`config.mk`:
```
export PLATFORM = sky130hd
export DESIGN_NAME = fifo_ctrl
export DESIGN_NICKNAME = d
export VERILOG_FILES = /design/src/rtl/fifo_pkg.sv /design/src/rtl/wrap_ptr.sv /design/src/rtl/fifo_ctrl.sv
export SDC_FILE = /design/constraint.sdc
export NUM_CORES = 1
export LEC_CHECK = 0
export ABC_AREA = 1
export CORE_MARGIN = 1.5
export CORE_UTILIZATION = 51
export CTS_BUF_LIST = sky130_fd_sc_hd__clkbuf_4
export CTS_CLUSTER_DIAMETER = 50
export DETAILED_ROUTE_END_ITERATION = 10
export PLACE_DENSITY = 0.82
export SYNTH_ARGS = -nofsm -noshare
export SYNTH_HDL_FRONTEND = slang
export SYNTH_SLANG_ARGS = --single-unit
```
`constraint.sdc`:
```
create_clock -name clk -period 3 [get_ports clk]
set_input_delay 0.45 -clock clk [delete_from_list [all_inputs] [get_ports clk]]
set_output_delay 0.45 -clock clk [all_outputs]
set_load 0.005 [all_outputs]
```
`src/rtl/fifo_pkg.sv`:
```
// Shared FIFO sizing defaults, used by fifo_ctrl and the dual_port_syn wrappers.
package fifo_pkg;
  localparam int DEP    = 16;  // RAM depth in words, always 2**ADD
  localparam int ADD    = 4;   // RAM address width
  localparam int AFULL  = 14;  // almost_full when count >= AFULL
  localparam int AEMPTY = 2;   // almost_empty when count <= AEMPTY
endpackage

```
`src/rtl/wrap_ptr.sv`:
```
// Enable-increment pointer that wraps dep-1 -> 0, with async active-low clear.
module wrap_ptr
  import fifo_pkg::*;
#(
  parameter int dep = DEP,
  parameter int add = ADD
) (
  input  logic           clk,
  input  logic           rst,
  input  logic           en,
  output logic [add-1:0] ptr
);

  localparam logic [add-1:0] LAST = add'(dep - 1);

  logic [add-1:0] ptr_q, ptr_d;

  // Next pointer: advance on enable, wrap after the last RAM word.
  always_comb begin
    ptr_d = ptr_q;
    if (en) begin
      ptr_d = (ptr_q == LAST) ? '0 : ptr_q + add'(1);
    end
  end

  // Pointer register, cleared asynchronously.
  always_ff @(posedge clk or negedge rst) begin
    if (!rst) ptr_q <= '0;
    else      ptr_q <= ptr_d;
  end

  assign ptr = ptr_q;

endmodule

```
`src/rtl/fifo_ctrl.sv`:
```
// Synchronous FIFO controller: pointers, occupancy, status and sticky error
// flags for an external dual_port_syn RAM. Holds no data itself.
module fifo_ctrl
  import fifo_pkg::*;
#(
  parameter int dep    = DEP,
  parameter int add    = ADD,
  parameter int afull  = AFULL,
  parameter int aempty = AEMPTY
) (
  input  logic           clk,
  input  logic           rst,
  input  logic           push,
  input  logic           pop,
  input  logic           clr_err,
  output logic           wr,
  output logic [add-1:0] wa,
  output logic           rd,
  output logic [add-1:0] ra,
  output logic           dvalid,
  output logic [add:0]   count,
  output logic           full,
  output logic           empty,
  output logic           almost_full,
  output logic           almost_empty,
  output logic           ovf,
  output logic           udf
);

  localparam int CW = add + 1;
  localparam logic [add:0] DEP_C    = CW'(dep);
  localparam logic [add:0] AFULL_C  = CW'(afull);
  localparam logic [add:0] AEMPTY_C = CW'(aempty);

  logic           push_acc, pop_acc;
  logic [add:0]   count_q, count_d;
  logic           full_q, full_d, empty_q, empty_d;
  logic           afull_q, afull_d, aempty_q, aempty_d;
  logic           dvalid_q;
  logic           ovf_q, ovf_d, udf_q, udf_d;

  // Accept decisions use this cycle's registered flags; reset blocks RAM access.
  assign push_acc = rst & push & ~full_q;
  assign pop_acc  = rst & pop & ~empty_q;

  wrap_ptr #(.dep(dep), .add(add)) u_wr_ptr (
    .clk (clk),
    .rst (rst),
    .en  (push_acc),
    .ptr (wa)
  );

  wrap_ptr #(.dep(dep), .add(add)) u_rd_ptr (
    .clk (clk),
    .rst (rst),
    .en  (pop_acc),
    .ptr (ra)
  );

  // Next occupancy and the flags derived from it; errors are sticky until
  // clr_err, and a fresh error in the clearing cycle keeps the flag set.
  always_comb begin
    count_d = count_q;
    case ({push_acc, pop_acc})
      2'b10:   count_d = count_q + CW'(1);
      2'b01:   count_d = count_q - CW'(1);
      default: count_d = count_q;
    endcase
    full_d   = (count_d == DEP_C);
    empty_d  = (count_d == '0);
    afull_d  = (count_d >= AFULL_C);
    aempty_d = (count_d <= AEMPTY_C);
    ovf_d    = (push & full_q) | (ovf_q & ~clr_err);
    udf_d    = (pop & empty_q) | (udf_q & ~clr_err);
  end

  // Status registers; dvalid trails rd by the one-cycle RAM read latency.
  always_ff @(posedge clk or negedge rst) begin
    if (!rst) begin
      count_q  <= '0;
      full_q   <= 1'b0;
      empty_q  <= 1'b1;
      afull_q  <= 1'b0;
      aempty_q <= 1'b1;
      dvalid_q <= 1'b0;
      ovf_q    <= 1'b0;
      udf_q    <= 1'b0;
    end else begin
      count_q  <= count_d;
      full_q   <= full_d;
      empty_q  <= empty_d;
      afull_q  <= afull_d;
      aempty_q <= aempty_d;
      dvalid_q <= pop_acc;
      ovf_q    <= ovf_d;
      udf_q    <= udf_d;
    end
  end

  assign wr           = push_acc;
  assign rd           = pop_acc;
  assign dvalid       = dvalid_q;
  assign count        = count_q;
  assign full         = full_q;
  assign empty        = empty_q;
  assign almost_full  = afull_q;
  assign almost_empty = aempty_q;
  assign ovf          = ovf_q;
  assign udf          = udf_q;

endmodule

```
==> metrics.txt <==
CTS tree=built; Commonest cells post-synth=nand2_1, inv_1, dfrtp_1, nand3_1, nor2_1; core area=2020 um^2; asr flop ratio synth=100%; R2R Path End=full; hold slack=0.538 ns; Max clock buf depth=2; top-area cell type share of the netlist area=roughly 40%; Fmax=0.395 GHz; H-tree Lvls=1; gp weighted congestion=0.831; Final Max Tran Viols=0; DR vias=1,071; initial core utilization=56.1%; Leak=0.723 nW; final setup vio count=0; M3 GR Usage=5.36%; Initial DRC Count=34; largest area contributor in the netlist=dfrtp_1; grt met2 use=43.0%; Synth Cell Area=~1100 um^2; synthesized instance count=136; Slew @ Worst Pin=between 0.2 and 0.3 ns; die area=2520 um^2; GR Util met1=between 20% and 30%; largest vdd supply drop=0.692 mV; post-synth net total=roughly 150; sequential share of the synthesized area=44.3%; ANT cells=0; critical path class=in -> reg; Total GRT Usage=about a quarter; GRT Max-Usage Layer=met2; # clock sinks=20; vias in the first global route=1,035; clock transition at the registers of the reported paths=0.12 ns; hold_buf cts=0; share of cells above drive strength 1=16.1%; WP data required=~3.3 ns; Final Total Pwr=approximately 1.6 mW; RSZ-0062 raised after global routing=no; clk_lat worst skew=between 0.3 and 0.4 ns; port buffer count=26; R2R setup slack=0.67 ns; cts bufs inserted=3; Root Buffer=clkbuf_4; Final nets=179; Clock Skews=0.00766 ns; Hold Fails Final Rpt=0; Overflow after GRT=0; pre-CTS setup slack=0.215 ns; site row count=16; Tcrit/Tclk final=84.4%; initial antenna violation count=0; Post-CTS Setup Bufs=0; multi-input combinational cell area=538 um^2; setup slack after layout=0.468 ns; P&R area growth vs syn=31.9%; Seq. cell area=503 um^2; minimum clock period=2.53 ns; crit path capture type=flop; Worst Reg-to-Reg Cells=15; setup tns final=0 ns; CP Max Fanout=6; Max-Slew Margin vs Limit=82.3%; Via density=5.49; Yosys reg bits=20; startpoint types=input pin; first-pass GRT wire length=roughly 4500 um; final wirelength=2690 um; WL/cell=13.8 um; RR Startpoint=full; post-synth cell types=24; cts repair resizes=0; pin count of the biggest net entering global routing=21; PwrDens=1050 nW/um^2; Worst Hold Class=in -> async; most common cell in the netlist=nand2_1; status=completed; Ports=27; drt pass-1 iters=5; die extent in y=~50 um; Routed Antenna Nets=0; Die Wd=approximately 50 um; ranking of synthesized cells by area=dfrtp_1, nand2_1, inv_1; mean area per synthesized cell=around 8.3 um^2; Residual DRC=0; signal arrival time at the worst endpoint=2.79 ns; Max-Cap Viols=0; ys flop type=dfrtp_1; Yosys warning count=0; final core occ=between 70% and 80%; post-DP HPWL=1970 um; FILL cells=140; EDFF count, synth=0
[per-stage QoR]
step	area [um^2]	instances
final	1500	195
after global routing	1500	195
after CTS	1500	195
after detailed placement	1440	191
after global placement	1440	191
after floorplan	1130	136
[cell families after synthesis]
group / count (synthesis) / share of synthesized area (%)
and+or+nand+nor: 71 / 32.5
buffers and inverters: 24 / 8.27
DFF: 20 / 44.3
AOI/OAI and AO/OA: 13 / 7.06
adders and majority gates: 5 / 5.51
xor gates and xnor gates: 3 / 2.32
[cells in the final DEF (no fill, tap or decap), types with 3 or more instances in the layout]
cell type	n
a21oi_1	5
buf_4	3
clkbuf_4	3
clkdlybuf4s50_1	26
dfrtp_1	18
ha_1	5
inv_1	19
inv_2	4
nand2_1	33
nand2_2	5
nand3_1	11
nand3_2	4
nand4_1	4
nor2_1	9
o21ai_0	3
[per-layer routing]
| metal | up-vias | part of all wire (%) |
|---|---|---|
| li1 | 494 | - |
| met1 | 500 | 41 |
| met2 | 62 | 48 |
| met3 | 15 | 6.7 |
| met4 | 0 | 4.2 |
| met5 | - | 0 |
[how the worst max path moves through the flow]
stage,from,slack [ns],to,depth (start not counted)
floorplan,push,0.79,empty,16
global placement,push,0.27,empty,17
CTS,push,0.49,full,17
finish,push,0.47,full,17
global route,rst,0.25,full,17
detailed placement,push,0.21,full,17
[worst max-delay path, cell delays in order]
cell and delay, ns:
clkdlybuf4s50_1 0.48, inv_1 0.07, nor3_4 0.17, inv_1 0.10, ha_1 0.28, nor2_1 0.21
nor2_4 0.06, ha_1 0.17, inv_1 0.09, nand2_2 0.10, inv_1 0.08, nand2_1 0.07
nand3_2 0.06, nand2_1 0.09, nor2_1 0.10, nand3_1 0.11, nor2_1 0.11
[state kept, by name, indices dropped and copies added, names as in the netlist]
register	cells
almost_empty	1
almost_full	1
count	5
dvalid	1
empty	1
full	1
ovf	1
u_rd_ptr.ptr	4
u_wr_ptr.ptr	4
udf	1
[report_power, final]
group	total (mW)	internal (mW)	leakage [nW]	switching [mW]
Clock	0.224	0.135	0.0279	0.0892
Sequential	0.537	0.399	0.244	0.137
Combinational	0.812	0.400	0.451	0.412
Total	1.57	0.935	0.723	0.639
[area by class of cell]
class,instances,share of cell area [%]
multi-input cells,92,36.0
flip-flops and latches,20,33.6
repair buffers,29,18.9
inverters,23,5.77
well taps,27,2.26
clock inverters,1,2.01
clock buffers,3,1.51
No activity file was read; power rests on OpenSTA's default activity.
